[config.mk]
export PLATFORM = sky130hd
export DESIGN_NAME = pipeline_hazard_controller
export DESIGN_NICKNAME = d
export VERILOG_FILES = /design/src/rtl/pipeline_hazard_controller.sv
export SDC_FILE = /design/constraint.sdc
export NUM_CORES = 1
export LEC_CHECK = 0
export ABC_AREA = 1
export ABC_CLOCK_PERIOD_IN_PS = 4900
export CAP_MARGIN = 20
export CORE_UTILIZATION = 34
export DETAILED_ROUTE_END_ITERATION = 16
export PLACE_DENSITY = 0.64
export SYNTH_ARGS = -nofsm -noshare
export SYNTH_HDL_FRONTEND = slang
export SYNTH_SLANG_ARGS = --single-unit
[constraint.sdc]
create_clock -name clk -period 4.9 [get_ports clk]
set_input_delay 0.49 -clock clk [delete_from_list [all_inputs] [get_ports clk]]
set_output_delay 0.49 -clock clk [all_outputs]
set_load 0.01 [all_outputs]
[src/rtl/pipeline_hazard_controller.sv]
`default_nettype none
// pipeline_hazard_controller: stall/flush arbitration, memory-wait watchdog FSM, saturating perf counters.
// Rev 1.0
module pipeline_hazard_controller #(
  parameter int REG_ADDR_WIDTH = 5,
  parameter int PERF_CNT_WIDTH = 32,
  parameter int TIMEOUT        = 16
) (
  input  logic                      clk,
  input  logic                      rst,
  input  logic                      exValid,
  input  logic                      exIsBranch,
  input  logic                      exBranchTaken,
  input  logic                      exBranchPredicted,
  input  logic                      exIsLoad,
  input  logic                      exRdWriteEnable,
  input  logic [REG_ADDR_WIDTH-1:0] exRdAddr,
  input  logic                      idValid,
  input  logic                      idRs1Used,
  input  logic                      idRs2Used,
  input  logic [REG_ADDR_WIDTH-1:0] idRs1Addr,
  input  logic [REG_ADDR_WIDTH-1:0] idRs2Addr,
  input  logic                      memReq,
  input  logic                      memReady,
  output logic                      ifStall,
  output logic                      idStall,
  output logic                      exStall,
  output logic                      idFlush,
  output logic                      exFlush,
  output logic [1:0]                ctrlState,
  output logic                      memTimeout,
  output logic [PERF_CNT_WIDTH-1:0] perfStallCycles,
  output logic [PERF_CNT_WIDTH-1:0] perfMispredicts,
  output logic [PERF_CNT_WIDTH-1:0] perfLoadUse
);

  typedef enum logic [1:0] {
    ST_RUN      = 2'd0,
    ST_MEM_WAIT = 2'd1,
    ST_ERROR    = 2'd2
  } state_e;

  localparam logic [7:0] C_WAIT_LIMIT = 8'(TIMEOUT - 1);
  localparam logic [PERF_CNT_WIDTH-1:0] C_CNT_MAX = '1;

  state_e                    state_q, state_d;
  logic [7:0]                wait_cnt_q, wait_cnt_d;
  logic [PERF_CNT_WIDTH-1:0] stall_cnt_q, stall_cnt_d;
  logic [PERF_CNT_WIDTH-1:0] mispred_cnt_q, mispred_cnt_d;
  logic [PERF_CNT_WIDTH-1:0] lu_cnt_q, lu_cnt_d;

  logic w_mem_wait;
  logic w_stall_all;
  logic w_mispredict;
  logic w_load_use;
  logic w_act_flush;
  logic w_act_lu;

  assign w_mem_wait   = memReq & ~memReady;
  assign w_stall_all  = w_mem_wait | (state_q == ST_ERROR);
  assign w_mispredict = exValid & exIsBranch & (exBranchTaken != exBranchPredicted);
  assign w_load_use   = exValid & exIsLoad & exRdWriteEnable & (exRdAddr != '0) & idValid &
                        ((idRs1Used & (idRs1Addr == exRdAddr)) |
                         (idRs2Used & (idRs2Addr == exRdAddr)));

  // Priority chain: a memory stall masks everything, a mispredict masks load-use.
  assign w_act_flush = ~w_stall_all & w_mispredict;
  assign w_act_lu    = ~w_stall_all & ~w_mispredict & w_load_use;

  always_comb begin
    ifStall = 1'b0;
    idStall = 1'b0;
    exStall = 1'b0;
    idFlush = 1'b0;
    exFlush = 1'b0;
    // Outputs are forced quiet while reset is held, whatever the inputs do.
    if (rst) begin
      if (w_stall_all) begin
        ifStall = 1'b1;
        idStall = 1'b1;
        exStall = 1'b1;
      end else if (w_act_flush) begin
        idFlush = 1'b1;
        exFlush = 1'b1;
      end else if (w_act_lu) begin
        ifStall = 1'b1;
        idStall = 1'b1;
        exFlush = 1'b1;
      end
    end
  end

  always_comb begin
    state_d    = state_q;
    wait_cnt_d = 8'd0;
    if (w_mem_wait && (wait_cnt_q != 8'hFF)) begin
      wait_cnt_d = wait_cnt_q + 8'd1;
    end else if (w_mem_wait) begin
      wait_cnt_d = wait_cnt_q;
    end
    case (state_q)
      ST_RUN: begin
        if (w_mem_wait && (wait_cnt_q == C_WAIT_LIMIT)) state_d = ST_ERROR;
        else if (w_mem_wait)                             state_d = ST_MEM_WAIT;
      end
      ST_MEM_WAIT: begin
        if (w_mem_wait && (wait_cnt_q == C_WAIT_LIMIT)) state_d = ST_ERROR;
        else if (!w_mem_wait)                            state_d = ST_RUN;
      end
      ST_ERROR: state_d = ST_ERROR;
      default:  state_d = ST_ERROR;
    endcase
  end

  always_comb begin
    stall_cnt_d   = stall_cnt_q;
    mispred_cnt_d = mispred_cnt_q;
    lu_cnt_d      = lu_cnt_q;
    if ((w_stall_all || w_act_lu) && (stall_cnt_q != C_CNT_MAX)) begin
      stall_cnt_d = stall_cnt_q + 1'b1;
    end
    if (w_act_flush && (mispred_cnt_q != C_CNT_MAX)) begin
      mispred_cnt_d = mispred_cnt_q + 1'b1;
    end
    if (w_act_lu && (lu_cnt_q != C_CNT_MAX)) begin
      lu_cnt_d = lu_cnt_q + 1'b1;
    end
  end

  always_ff @(posedge clk or negedge rst) begin
    if (!rst) begin
      state_q       <= ST_RUN;
      wait_cnt_q    <= 8'd0;
      stall_cnt_q   <= '0;
      mispred_cnt_q <= '0;
      lu_cnt_q      <= '0;
    end else begin
      state_q       <= state_d;
      wait_cnt_q    <= wait_cnt_d;
      stall_cnt_q   <= stall_cnt_d;
      mispred_cnt_q <= mispred_cnt_d;
      lu_cnt_q      <= lu_cnt_d;
    end
  end

  assign ctrlState       = state_q;
  assign memTimeout      = (state_q == ST_ERROR);
  assign perfStallCycles = stall_cnt_q;
  assign perfMispredicts = mispred_cnt_q;
  assign perfLoadUse     = lu_cnt_q;

endmodule
`default_nettype wire

==> run metrics, run 1 <==
status=finished, final reports clean; fin. max-slew vios=0; Die ar.=21800 um^2; row count=52; CTS tree=done; Synth top area share=0.367; first-pass GRT wire length=33.2 mm; Root Buffer=clkbuf_16; clk buf depth=2; commonest non-fill, non-tap cells in the layout=nand2_1 (498), nor2_1 (138), clkdlybuf4s50_1 (130); leak pwr=around 4.2 nW; antenna violations before repair=0; number of port buffers=roughly 130; Die Wd=148 um; final critical-path share of the clock period=0.629; Critical Path Source Type=input port; Syn Area/Cell=6.55 um^2; DR vias=around 7000; CTS Sinks=~110; diode count=0; Final #Nets=~1300; Sequential Area=2650 um^2; die height=148 um; total clock buffers created by CTS=9; Worst R2R Path Depth=10; post-CTS sizing=0; htree depth=3; RSZ-0062 raised after global routing=no; syn nets=~1100; Fillers=2210; largest net degree at the start of global routing=60; dpl hpwl=15.1 mm; Rel. slew slack=0.406; Post-Synthesis Cells=around 1100; Final ANT Viol Nets=0; pwr/cell area=194 nW/um^2; min Tclk post-route=just over 3000 ps; grt total ovfl=0; post-synth top area cell=dfrtp_1; top cells by area, synth=dfrtp_1 (37%), nand2_1 (26%), nor2_1 (7.2%); Req. time, crit path=4410 ps; area growth from synthesis to layout=24.6%; R2R Setup Slk=2340 ps; setup TNS=0 ps; Seq/Total Area, Yosys=0.367; core area=20600 um^2; non-filler cells in the finished layout=1501; Final Hold Viols=0; insertion delay to the later sink of the worst-skew pair=350 ps; Worst R2R Start=perfStallCycles[0]; CTS Hold Bufs=0; wire per inst=13.3 um; reg-to-reg endpoint=perfStallCycles[5]; crit end category=primary output; library cells used by synthesis=33; Hold Path Class=in2async; Critical Path AT=2590 ps; Worst Setup Path Type=in2out; number of warnings issued by yosys=0; io pins=132; Setup Fix Bufs, Post-CTS=0; effective utilization at floorplan=0.352; mapped cell area=7230 um^2; routed wire length=approximately 20 mm; Placer Congestion=around 0.93; DRT Pass-1 Iters=7; vias in the first global route=~6600; Peak Freq=about 320 MHz; Final setup viols=0; Max-cap violations=0; initial DRC count=350; Slew @ Worst Pin=889 ps; Worst VDD drop=~0.14 mV; drt drc=0; clock slew at reported path FFs=80 ps; power consumption=0.00175 W; share of layout cells above drive strength 1=0.0374; Cells after DPL=about 1500; CP max FO=3; GR Util All Layers=0.190; footprint of the multi-input gates=~4000 um^2; flops & latches, synth=106; most common cell after layout, fill and taps aside=nand2_1; Fin Clk Skew=10.1 ps; vias per cell=4.73
[synth_stat cells]
| library cell | number |
|---|---|
| nand2_1 | 498 |
| nor2_1 | 138 |
| dfrtp_1 | 106 |
| inv_1 | 95 |
| nand3_1 | 61 |
| xor2_1 | 31 |
| nand3b_1 | 27 |
| nor3_1 | 25 |
| nand4_1 | 19 |
| buf_6 | 14 |
| o21ai_0 | 14 |
| xnor2_1 | 14 |
| o21ai_1 | 9 |
| a21oi_1 | 7 |
| nand2_2 | 6 |
| inv_2 | 5 |
| buf_2 | 4 |
| buf_4 | 4 |
| ha_1 | 4 |
| nand3_2 | 3 |
| nor2_2 | 3 |
| nor2_4 | 3 |
| nand2_4 | 2 |
| nor3_4 | 2 |
| a211oi_1 | 1 |
| and2_1 | 1 |
| clkinv_2 | 1 |
| nand4_2 | 1 |
| nor2_8 | 1 |
| nor3_2 | 1 |
| nor3b_1 | 1 |
| o21a_1 | 1 |
| o21bai_1 | 1 |
[power breakdown]
group,total (W),switching (W),internal (W)
Combinational,0.0000765,0.0000437,0.0000328
Sequential,0.000885,0.00000537,0.000880
Clock,0.000786,0.000332,0.000454
[layout make-up]
| type | count | share of cell area |
|---|---|---|
| multi-input cells | 874 | 0.443 |
| flip-flops and latches | 106 | 0.294 |
| repair buffers | 134 | 0.148 |
| inverters | 101 | 0.0422 |
| well taps | 270 | 0.0375 |
| clock buffers | 15 | 0.0319 |
| clock inverters | 1 | 0.00333 |
[registers in the layout, indices dropped and copies added, names as in the netlist]
register	count
ctrlState	2
perfLoadUse	32
perfMispredicts	32
perfStallCycles	32
wait_cnt_q	8
[worst max path at each step]
| stage | from | end | cells past startpoint |
|---|---|---|---|
| 3_5_place_dp | exBranchTaken | exFlush | 8 |
| 2_1_floorplan | memReady | ifStall | 9 |
| 4_1_cts | exBranchTaken | exFlush | 8 |
| 6_report | idRs1Addr[1] | ifStall | 10 |
| 5_1_grt | exBranchPredicted | idFlush | 8 |
| 3_3_place_gp | exBranchTaken | exFlush | 8 |
[stage by stage]
step | utilization | hold WS [ps] | area [um^2] | worst slack, ps
after global routing | 0.438 | 197 | 9010 | 1660
after floorplan | - | 194 | 7230 | 3000
after detailed placement | 0.423 | 439 | 8690 | 1830
after CTS | 0.438 | 179 | 9010 | 1820
final | 0.438 | 143 | 9010 | 1820
after global placement | 0.423 | 437 | 8690 | 1820
[logic make-up after synthesis]
logic type      after synthesis  synth area share
flops                       106             0.367
simple gates                792             0.466
compound gates               33            0.0239
fa+ha+maj                     4           0.00692
buf+inv                     123            0.0814
xor+xnor                     45            0.0545
[per-layer routing]
metal  up-vias  GRT usage  routed length [um]  part of all wire
met3        10     0.0262                 777             0.039
li1       3673          -                   -                 -
met5         -          0                   0                 0
met2       127      0.323                9530              0.48
met4         0     0.0469                 159            0.0079
met1      3291      0.253                9550              0.48
[critical path, cell delays in order]
cell and delay (ps):
clkdlybuf4s50_1 520, inv_1 50, nand2_1 50, nand2_1 50, nor2_1 180, nand3_1 100, nand2_1 120, nand2_1 90
a21oi_1 330, clkdlybuf4s50_1 610
Note: power is estimated with default switching activity, not from simulation.
==> run 2: changes to the inputs <==
--- a/config.mk
+++ b/config.mk
@@ -6,7 +6,7 @@
 export NUM_CORES = 1
 export LEC_CHECK = 0
 export ABC_AREA = 1
-export ABC_CLOCK_PERIOD_IN_PS = 4900
+export ABC_CLOCK_PERIOD_IN_PS = 3000
 export CAP_MARGIN = 20
 export CORE_UTILIZATION = 34
 export DETAILED_ROUTE_END_ITERATION = 16
==> constraint.sdc (replaced) <==
create_clock -name clk -period 3 [get_ports clk]
set_input_delay 0.3 -clock clk [delete_from_list [all_inputs] [get_ports clk]]
set_output_delay 0.3 -clock clk [all_outputs]
set_load 0.01 [all_outputs]
==> run 2 against run 1 <==
- flip-flop and latch count unchanged
- sequential power rose by 64%
- final area up 0.18%
- global-route usage rose by 0.11 points
- count of clock-buffer cells in the layout shrank 5
==> run metrics, run 2 (synthesis gave the netlist of run 1 again) <==
Final #Nets=1262; leak pwr=between 4 and 5 nW; Die Wd=~150 um; Critical Path Source Type=input port; Max-cap violations=0; initial DRC count=408; Req. time, crit path=2700 ps; diode count=0; Final Hold Viols=0; row count=52; RSZ-0062 raised after global routing=no; DRT Pass-1 Iters=5; Psw=0.000680 W; CP max FO=5; share of layout cells above drive strength 1=0.0413; crit end category=primary output; insertion delay to the later sink of the worst-skew pair=approximately 360 ps; Fillers=2172; Placer Congestion=0.925; number of port buffers=131; grt total ovfl=0; Setup Fix Bufs, Post-CTS=0; setup TNS=0 ps; pwr/cell area=314 nW/um^2; min Tclk post-route=2550 ps; footprint of the multi-input gates=3990 um^2; final critical-path share of the clock period=0.850; clock slew at reported path FFs=80 ps; Peak Freq=392 MHz; CTS tree=done; largest net degree at the start of global routing=59; Final setup viols=0; vias in the first global route=6686; Worst Setup Path Type=in2out; final worst slack=450 ps; htree depth=3; Critical Path AT=~2300 ps; DR vias=7208; effective utilization at floorplan=0.352; Comb power frac=0.045; R2R Setup Slk=560 ps; DP Worst Slack=445 ps; Die ar.=about 22000 um^2; routed wire length=20.2 mm; Rel. slew slack=0.408; clk buf depth=2; Area after DPL=8720 um^2; antenna violations before repair=0; Sequential Area=2650 um^2; drt drc=0; Hold Path Class=in2async; Final ANT Viol Nets=0; Clock power frac=0.445; Slew @ Worst Pin=886 ps; Root Buffer=clkbuf_16; Final Instance Area=9020 um^2; fin. max-slew vios=0; first-pass GRT wire length=roughly 34 mm; wire per inst=13.4 um; core area=20600 um^2; CTS Hold Bufs=0; commonest non-fill, non-tap cells in the layout=nand2_1 (498), nor2_1 (138), clkdlybuf4s50_1 (130); area growth from synthesis to layout=24.8%; post-CTS sizing=0; CTS Sinks=106; most common cell after layout, fill and taps aside=nand2_1; vias per cell=4.79; Worst VDD drop=around 0.23 mV; dpl hpwl=15.2 mm; GR Util All Layers=0.191; die height=~150 um; io pins=132; power consumption=0.00283 W; status=finished, final reports clean; Net Sw Frac=0.240; Fin Clk Skew=12.8 ps; Int Pwr=0.00215 W; Flop pwr share=0.510; total clock buffers created by CTS=9
[run 2: worst paths after layout]
check	startpoint	end	cells after the start
setup reg to reg	perfStallCycles[0]	perfStallCycles[13]	9
min in group clk	ctrlState[1]	ctrlState[0]	1
hold reg to reg	ctrlState[1]	ctrlState[0]	1
setup / recovery	memReady	exFlush	10
max in group asynchronous	rst	perfStallCycles[21]	2
hold / removal	rst	perfLoadUse[13]	2
[run 2: worst max-delay path: stages]
cell and delay [ps]:
clkdlybuf4s50_1 450, inv_1 30, nand2_1 130, o21ai_1 160, inv_1 140, nand2_1 60, inv_1 80, nand3_1 140
a21oi_1 160, clkdlybuf4s50_1 590
[run 2: layout make-up]
cell class                 instances  share of cell area
multi-input combinational        874               0.442
sequential                       106               0.294
timing repair buffer             138               0.151
inverter                         101              0.0422
tap                              270              0.0374
clock buffer                      10              0.0254
clock inverter                     6             0.00832
[run 2: stage by stage]
step / hold slack, ps / std cells / util
5_1_grt: 177 / 1505 / 0.439
3_5_place_dp: 447 / 1489 / 0.424
3_3_place_gp: 440 / 1489 / 0.424
6_report: 120 / 1505 / 0.439
2_1_floorplan: 4.41 / 1103 / -
4_1_cts: 135 / 1505 / 0.439
[run 2: metal layers]
metal | share of wire | up-vias | global-route usage
met5 | 0 | - | 0
met4 | 0.014 | 0 | 0.0572
met3 | 0.046 | 19 | 0.0269
met2 | 0.47 | 166 | 0.318
met1 | 0.47 | 3331 | 0.256
li1 | - | 3692 | -
[run 2: power groups by stage]
stage | Sequential [W] | Combinational [W] | Clock (W)
floorplan | 0.00147 | 0.0000421 | 0
global placement | 0.00147 | 0.000129 | 0
detailed placement | 0.00147 | 0.000130 | 0
CTS | 0.00145 | 0.000130 | 0.00129
global route | 0.00145 | 0.000145 | 0.00133
finish | 0.00145 | 0.000127 | 0.00126
==> run 3: changes to the inputs <==
--- a/config.mk
+++ b/config.mk
@@ -6,11 +6,11 @@
 export NUM_CORES = 1
 export LEC_CHECK = 0
 export ABC_AREA = 1
-export ABC_CLOCK_PERIOD_IN_PS = 3000
+export ABC_CLOCK_PERIOD_IN_PS = 2050
 export CAP_MARGIN = 20
 export CORE_UTILIZATION = 34
 export DETAILED_ROUTE_END_ITERATION = 16
-export PLACE_DENSITY = 0.64
+export PLACE_DENSITY = 0.66
 export SYNTH_ARGS = -nofsm -noshare
 export SYNTH_HDL_FRONTEND = slang
 export SYNTH_SLANG_ARGS = --single-unit
==> constraint.sdc (replaced) <==
create_clock -name clk -period 2.05 [get_ports clk]
set_input_delay 0.205 -clock clk [delete_from_list [all_inputs] [get_ports clk]]
set_output_delay 0.205 -clock clk [all_outputs]
set_load 0.01 [all_outputs]
==> run 3 against run 2 <==
- critical path depth up 1
- critical path type unchanged
- largest cell class unchanged
- die area stayed put
- count of clock-buffer cells in the layout is 1 lower
- worst setup slack lost 360 ps
==> run metrics, run 3 (synthesis gave the netlist of run 1 again) <==
Slew @ Worst Pin=680 ps; DR vias=7320; antenna violations before repair=0; Setup Fix Bufs, Post-CTS=0; Worst VDD drop=0.366 mV; fin. max-slew vios=0; most common cell after layout, fill and taps aside=nand2_1; Die ar.=21800 um^2; Final Instance Area=approximately 9500 um^2; vias per cell=4.74; Fin Clk Skew=about 9.1 ps; Final setup viols=0; Worst R2R Path Depth=11; leak pwr=roughly 4.5 nW; insertion delay to the later sink of the worst-skew pair=360 ps; diode count=0; clk buf depth=2; routed wire length=roughly 20 mm; Req. time, crit path=1850 ps; pwr/cell area=458 nW/um^2; GR Util All Layers=0.197; Max-cap violations=0; drt drc=0; clock slew at reported path FFs=70 ps; Critical Path Source Type=input port; CTS tree=done; vias in the first global route=6984; Die Wd=148 um; wire per inst=13.2 um; CP max FO=3; Peak Freq=511 MHz; reg-to-reg endpoint=perfMispredicts[4]; total clock buffers created by CTS=9; first-pass GRT wire length=34.4 mm; Worst R2R Start=perfMispredicts[1]; Area after DPL=between 9000 and 10000 um^2; die height=148 um; Placer Congestion=approximately 0.89; grt total ovfl=0; Rel. slew slack=0.547; share of layout cells above drive strength 1=0.0816; dpl hpwl=15.7 mm; Critical Path AT=1750 ps; DRT Pass-1 Iters=6; largest net degree at the start of global routing=107; Hold Path Class=in2async; Final Hold Viols=0; min Tclk post-route=1960 ps; Final #Nets=1303; Worst Setup Path Type=in2out; power consumption=0.00434 W; io pins=about 130; Worst Setup SP=idRs1Addr[1]; core area=a little over 20000 um^2; initial DRC count=371; setup TNS=0 ps; area growth from synthesis to layout=31.1%; effective utilization at floorplan=0.352; final critical-path share of the clock period=0.954; htree depth=3; number of port buffers=between 100 and 150; Layout Utilization=0.461; CTS Sinks=106; R2R Setup Slk=180 ps; Final ANT Viol Nets=0; Root Buffer=clkbuf_16; crit end category=primary output; row count=52; status=finished, final reports clean; Hold WS=420 ps; commonest non-fill, non-tap cells in the layout=nand2_1 (495), nor2_1 (135), clkdlybuf4s50_1 (121)
## run 3: how the worst max path moves through the flow
stage / endpoint / slack (ps) / depth (start not counted)
2_1_floorplan: perfStallCycles[3] / 270 / 10
5_1_grt: idStall / -9 / 11
6_report: idStall / 90 / 11
3_3_place_gp: ifStall / -270 / 11
4_1_cts: idStall / 0.7 / 11
3_5_place_dp: idStall / -310 / 11
## run 3: area by class of cell
class,instances,area (um^2)
Multi-Input combinational cell,874,4020
Fill cell,2130,11100
Inverter,101,380
Timing Repair Buffer,179,1740
Clock buffer,9,225
Sequential cell,106,2650
Clock inverter,6,115
Tap cell,270,338
## run 3: worst max-delay path, cell delays in order
cell and delay (ps):
clkdlybuf4s50_1 490, inv_1 50, nand2_1 50, nand2_1 40, nor2_1 160, nand3_1 120, nand2_2 100, nand2_2 70
a21oi_2 120, buf_4 130, clkdlybuf4s15_2 220
## run 3: through the flow
stage	setup WS, ps	std cells
2_1_floorplan	273	1103
3_3_place_gp	-274	1529
3_5_place_dp	-307	1529
4_1_cts	0.709	1545
5_1_grt	-8.68	1545
6_report	94.3	1545
## run 3: repair_timing
item | in CTS | in global routing
endpoints found under the setup margin | 5 | 27
hold buffers | 1 | 0
endpoints found under the hold margin | 60 | 0
gates resized for setup | 12 | 14
## run 3: metal layers
metal / up-vias / share of wire / GRT usage
met3: 19 / 0.039 / 0.0222
met1: 3374 / 0.46 / 0.262
li1: 3761 / - / -
met4: 0 / 0.012 / 0.0562
met2: 166 / 0.49 / 0.335
met5: - / 0 / 0
## run 3: where the power goes
| group | internal [W] | switching (W) |
|---|---|---|
| combinational | 0.0000858 | 0.000110 |
| clock | 0.00120 | 0.000834 |
| sequential | 0.00210 | 0.0000127 |
